===== config.mk =====
export PLATFORM = sky130hd
export DESIGN_NAME = spi_slave
export DESIGN_NICKNAME = d
export VERILOG_FILES = /design/src/rtl/spi_slave.sv
export SDC_FILE = /design/constraint.sdc
export NUM_CORES = 1
export LEC_CHECK = 0
export BUFFER_PORTS_ARGS = -buffer_cell sky130_fd_sc_hd__buf_2
export CORE_MARGIN = 3
export CORE_UTILIZATION = 45
export CTS_CLUSTER_DIAMETER = 40
export DETAILED_ROUTE_END_ITERATION = 8
export PLACE_DENSITY = 0.68
export SYNTH_ARGS = -nofsm -noshare
export SYNTH_HDL_FRONTEND = slang
export SYNTH_SLANG_ARGS = --single-unit

===== constraint.sdc =====
create_clock -name clk -period 2.77 [get_ports clk]
set_input_delay 0.1385 -clock clk [delete_from_list [all_inputs] [get_ports clk]]
set_output_delay 0.1385 -clock clk [all_outputs]
set_load 0.05 [all_outputs]

===== src/rtl/spi_slave.sv =====
// spi_slave
// ---------------------------------------------------------------------------
// SPI slave front end for the SPI-to-RAM path. SCLK is the system clock, so
// MOSI is sampled on every rising edge of clk while SS_n is low.
//
// A frame is ADDR_SIZE+2 bits, MSB first: {cmd[1:0], payload[ADDR_SIZE-1:0]}.
// The assembled frame goes to the RAM on rx_data with a one-cycle rx_valid
// strobe. On read-data frames the RAM's tx_data is captured on the first
// tx_valid seen after the strobe and shifted out MSB first on MISO.
//
// Ports
//   clk       system clock (also the SPI bit clock)
//   rst       synchronous active-high reset
//   MOSI      serial data from master
//   SS_n      active-low slave select; a sampled 1 aborts/ends the frame
//   MISO      serial read data to master (0 unless serialising read data)
//   rx_data   assembled frame to RAM din
//   rx_valid  one-cycle strobe, rx_data is complete
//   tx_data   RAM read data
//   tx_valid  RAM read data valid (may be held high by the RAM)
// ---------------------------------------------------------------------------
module spi_slave #(
  parameter int ADDR_SIZE = 8
) (
  input  logic                 clk,
  input  logic                 rst,
  input  logic                 MOSI,
  input  logic                 SS_n,
  output logic                 MISO,
  output logic [ADDR_SIZE+1:0] rx_data,
  output logic                 rx_valid,
  input  logic [ADDR_SIZE-1:0] tx_data,
  input  logic                 tx_valid
);

  localparam int FRAME_LEN = ADDR_SIZE + 2;
  localparam int BCW       = $clog2(FRAME_LEN + 1);
  localparam int TCW       = $clog2(ADDR_SIZE + 2);

  localparam logic [BCW-1:0] LAST_BIT   = BCW'(FRAME_LEN - 1);
  localparam logic [BCW-1:0] FRAME_DONE = BCW'(FRAME_LEN);
  // tx_cnt counts bits already placed on MISO; TX_LAST means bit 0 is out.
  localparam logic [TCW-1:0] TX_LAST    = TCW'(ADDR_SIZE);
  localparam logic [TCW-1:0] TX_DONE    = TCW'(ADDR_SIZE + 1);

  typedef enum logic [2:0] {
    IDLE      = 3'd0,
    CHK_CMD   = 3'd1,
    WRITE     = 3'd2,
    READ_ADD  = 3'd3,
    READ_DATA = 3'd4
  } state_t;

  state_t state, state_nxt;

  logic [BCW-1:0]       bit_cnt;
  logic [TCW-1:0]       tx_cnt;
  // Holds the bits received so far; the last bit goes straight to rx_data.
  logic [FRAME_LEN-2:0] rx_shift;
  logic [ADDR_SIZE-1:0] tx_shift;
  logic                 rd_addr_seen;

  logic shift_en, load_rx, set_rd, tx_capture, tx_step, tx_finish;

  // State register
  always_ff @(posedge clk) begin
    if (rst) state <= IDLE;
    else     state <= state_nxt;
  end

  // Next state
  always_comb begin
    state_nxt = state;
    if (SS_n) begin
      state_nxt = IDLE;
    end else begin
      case (state)
        IDLE:    state_nxt = CHK_CMD;
        // First frame bit picks the path; a read is a read-data frame only
        // once a read-address frame has completed.
        CHK_CMD: begin
          if (!MOSI)             state_nxt = WRITE;
          else if (rd_addr_seen) state_nxt = READ_DATA;
          else                   state_nxt = READ_ADD;
        end
        default: state_nxt = state;
      endcase
    end
  end

  // Datapath controls
  always_comb begin
    shift_en   = 1'b0;
    load_rx    = 1'b0;
    set_rd     = 1'b0;
    tx_capture = 1'b0;
    tx_step    = 1'b0;
    tx_finish  = 1'b0;
    if (!SS_n) begin
      case (state)
        CHK_CMD: shift_en = 1'b1;
        WRITE, READ_ADD, READ_DATA: begin
          shift_en = (bit_cnt < FRAME_DONE);
          load_rx  = (bit_cnt == LAST_BIT);
          set_rd   = (bit_cnt == LAST_BIT) && (state == READ_ADD);
          if ((state == READ_DATA) && (bit_cnt == FRAME_DONE)) begin
            // The cycle of the rx_valid strobe is skipped: a RAM that holds
            // tx_valid high would otherwise hand back stale data.
            tx_capture = (tx_cnt == '0) && tx_valid && !rx_valid;
            tx_step    = (tx_cnt != '0) && (tx_cnt < TX_LAST);
            tx_finish  = (tx_cnt == TX_LAST);
          end
        end
        default: ;
      endcase
    end
  end

  // Datapath
  always_ff @(posedge clk) begin
    if (rst) begin
      bit_cnt      <= '0;
      tx_cnt       <= '0;
      rx_shift     <= '0;
      tx_shift     <= '0;
      rx_data      <= '0;
      rx_valid     <= 1'b0;
      MISO         <= 1'b0;
      rd_addr_seen <= 1'b0;
    end else begin
      rx_valid <= load_rx;
      if (SS_n) begin
        // rd_addr_seen deliberately survives an abort.
        bit_cnt  <= '0;
        tx_cnt   <= '0;
        rx_shift <= '0;
        tx_shift <= '0;
        MISO     <= 1'b0;
      end else begin
        if (shift_en) begin
          rx_shift <= {rx_shift[FRAME_LEN-3:0], MOSI};
          bit_cnt  <= bit_cnt + 1'b1;
        end
        if (load_rx) rx_data <= {rx_shift, MOSI};
        if (set_rd)  rd_addr_seen <= 1'b1;
        if (tx_capture) begin
          MISO     <= tx_data[ADDR_SIZE-1];
          tx_shift <= {tx_data[ADDR_SIZE-2:0], 1'b0};
          tx_cnt   <= TCW'(1);
        end else if (tx_step) begin
          MISO     <= tx_shift[ADDR_SIZE-1];
          tx_shift <= {tx_shift[ADDR_SIZE-2:0], 1'b0};
          tx_cnt   <= tx_cnt + 1'b1;
        end else if (tx_finish) begin
          MISO         <= 1'b0;
          rd_addr_seen <= 1'b0;
          tx_cnt       <= TX_DONE;
        end
      end
    end
  end

endmodule

==> results.md <==
- Critical Path AT: 2.15 ns
- CP startpoint: state[2]$_SDFFE_PP0P_
- Leading cell type in the layout, fill and taps excluded: dfxtp_1
- Syn_nets: 200
- Final Max Slew Viols: 0
- Comb pwr share: 0.055
- Sw frac: 0.213
- Critical Path Sink: rx_data[7]$_SDFFE_PP0P_
- Vias/cell: 5.64
- Pint: 897 uW
- Reg2Reg Setup Slack: 0.79 ns
- Maximum vdd drop: 0.417 mV
- DP Worst Slack: 0.789 ns
- Wire per inst: 14.2 um
- I/O pin count: 25
- Leakage: 0.000885 uW
- Clock Power Share: 0.434
- Largest net degree at the start of global routing: 15
- Vert. Die Dim: 68.1 um
- Hold buffers post-CTS: 0
- First-pass DRT Iterations: 4
- Die Wd: 68.1 um
- Area share of the largest cell type after synthesis: 0.461
- Final WS setup: 0.794 ns
- Critical Path Stages: 4
- Relative slew slack: 0.198
- Area Overhead vs Synth: 16.7%
- Fmax: 0.506 GHz
- End of the worst register-to-register path: rx_data[7]$_SDFFE_PP0P_
- Crit Path Category: flop to flop
- TNS Setup: 0 ns
- DP Wirelength: 2.60 mm
- Multi-input gate area: 886 um2
- CP top delay family: compound AO/OA/AOI/OAI gates
- Warnings, synthesis: 0
- Final setup violating endpoints: 0
- Max Clock Skew: 0.00545 ns
- RSZ-0062 raised after global routing: false
- Commonest cells after routing, fill and taps aside: 40 x dfxtp_1, 24 x buf_2, 19 x mux2i_1
- Port Buf Inserts: 24
- Synthesized instance count: 182
- Reg2Reg Depth: 4
- Unique masters post-synth: 39
- Worst-path cell chain: nor3b_4 > o21ai_1 > mux2i_1 > nor2_1
- Routed via count: 1,443
- Row count: 21
- Initial Util: 0.493
- Minimum clock period: 1.98 ns
- Yosys reg bits: 40
- Hold Vio Cnt, Final: 0
- Final period util: 0.714
- ANT cells: 0
- Layout Nets: 227
- Status: complete, no violations
- Worst-Margin Slew: 1.20 ns
- WP buf/inv: 0
- Layout cells sized above 1: 0.190
- Seq pwr share: 0.511
- Post-cts resize count: 0
- Crit-path max FO: 11
- Post-synth top area cell: dfxtp_1
- Worst EP required: 2.94 ns
- CTS tree: done
- Vias in the first global route: 1,390
- GPL Wtd Cong: 0.899
- Sequential fraction of the synthesis area: 0.461
- Startpoint type of the worst setup path: flop
- CTS Buffer Depth: 2
- Worst path slowest cell: o21ai_1
- Synthesized area per cell: 9.54 um2
- Htree depth: 2
- Synthesized cell area: 1740 um2
- Clk_lat worst skew: 0.29 ns
- Top cells by area, synth: dfxtp_1 46%, mux2i_1 11%, nor2_1 3.7%
- WL final: 3.62 mm
- Total track usage: 0.181
- Clock Root Buffer: clkbuf_8
- Worst reg2reg startpoint: state[2]$_SDFFE_PP0P_
- Clk slew on worst S/H paths: 0.08 ns
- Initial antenna violation count: 0
- First-pass GRT wire length: 6.29 mm
- Initial DRC Count: 114
- Total gr overflow: 0
- Power Density: 562 nW/um2
- Number of fill cells: 317
- CP endpoint kind: flop
- Post-DRT Antenna Nets: 0
- NetSw: 243 uW
- Clk sink count: 40
- Max-cap violations: 0
- Num CTS Buffers: 5
- Post-CTS Setup Inserts: 0
- Drt drc: 0
- Reg area: 801 um2
- CP max stage delay: 0.94 ns
- Die area: 4640 um2
- Hold Crit Class: input port to flop
- Core area: 3520 um2
==> stage by stage <==
step	instances	cell area, um2	power [uW]	util	hold slack, ns
3_3_place_gp	248	1910	656	0.541	0.384
4_1_cts	256	2030	1150	0.576	0.0946
5_1_grt	256	2030	1190	0.576	0.127
2_1_floorplan	182	1740	635	-	0.211
3_5_place_dp	248	1910	657	0.541	0.411
6_report	256	2030	1140	0.576	0.115
==> layer usage <==
metal | vias up | share of wire | GRT usage
met1 | 671 | 0.45 | 0.231
li1 | 711 | - | -
met3 | 10 | 0.068 | 0.0558
met4 | 0 | 0.025 | 0.0769
met5 | - | 0 | 0
met2 | 51 | 0.46 | 0.280
==> cells by family (layout without fill, tap and decap cells) <==
group / count (synthesis) / in the layout / share of synthesized area
AND/OR/NAND/NOR: 63 / 63 / 0.188
AO/OA/AOI/OAI: 41 / 41 / 0.171
flip-flops: 40 / 40 / 0.461
multiplexers: 19 / 19 / 0.110
buffers and inverters: 13 / 41 / 0.0288
adder cells (fa/ha/maj): 5 / 5 / 0.0360
XOR/XNOR: 1 / 1 / 0.00504
==> layout make-up <==
class	count	area share
clock buffers	6	0.0407
flip-flops and latches	40	0.395
well taps	46	0.0284
clock inverters	2	0.0191
inverters	7	0.0130
multi-input cells	129	0.437
repair buffers	26	0.0667
==> power groups by stage <==
| stage | Combinational (uW) | Sequential [uW] | Clock, uW |
|---|---|---|---|
| floorplan | 40.4 | 595 | 0 |
| global placement | 60.0 | 595 | 0 |
| detailed placement | 61.5 | 596 | 0 |
| CTS | 62.9 | 582 | 507 |
| global route | 69.1 | 583 | 534 |
| finish | 62.5 | 582 | 495 |
==> flip-flops by register name, summed over array words and instances, names as in the netlist <==
| signal | count |
|---|---|
| bit_cnt | 4 |
| tx_cnt | 4 |
| rx_shift | 9 |
| tx_shift | 7 |
| MISO | 1 |
| state | 3 |
| rd_addr_seen | 1 |
| rx_data | 10 |
| rx_valid | 1 |
==> worst min path at each step <==
stage / startpoint / to / slack [ns] / depth (start not counted)
4_1_cts: tx_data[0] / tx_shift[1]$_SDFFE_PP0P_ / 0.09 / 3
6_report: tx_data[0] / tx_shift[1]$_SDFFE_PP0P_ / 0.11 / 3
2_1_floorplan: rst / rx_valid$_SDFF_PP0_ / 0.21 / 1
3_3_place_gp: tx_data[0] / tx_shift[1]$_SDFFE_PP0P_ / 0.38 / 3
5_1_grt: tx_data[0] / tx_shift[1]$_SDFFE_PP0P_ / 0.13 / 3
3_5_place_dp: tx_data[0] / tx_shift[1]$_SDFFE_PP0P_ / 0.41 / 3
==> worst reg2reg max path: stages, from the launching register on <==
cell and delay (ns):
dfxtp_1 0.37, nor3b_4 0.19, o21ai_1 0.94, mux2i_1 0.29
nor2_1 0.07
==> Yosys cell counts <==
cell and instances:
a211oi_1 2, and4_1 1, ha_1 5, clkbuf_1 5, nand2_2 1, a311oi_1 1, dfxtp_1 40, nor3_1 8
nand4_1 2, and2_1 1, nor3b_1 3, o21ai_1 6, o2bb2ai_1 7, or2_1 1, a31oi_1 2, o21a_1 1
a21oi_2 1, and3_1 2, nor4bb_1 2, inv_1 6, o31ai_1 1, or2_2 1, xnor2_1 1, mux2i_1 19
nor2b_1 3, nand2b_1 2, nor2_1 17, a22oi_1 6, a41oi_1 2, o211a_1 1, nand2_1 15, buf_2 1
nand3_1 3, inv_2 1, a22o_1 1, a221oi_2 1, a41o_1 1, nor3b_4 1, a21oi_1 8
Note: power is estimated with default switching activity, not from simulation.
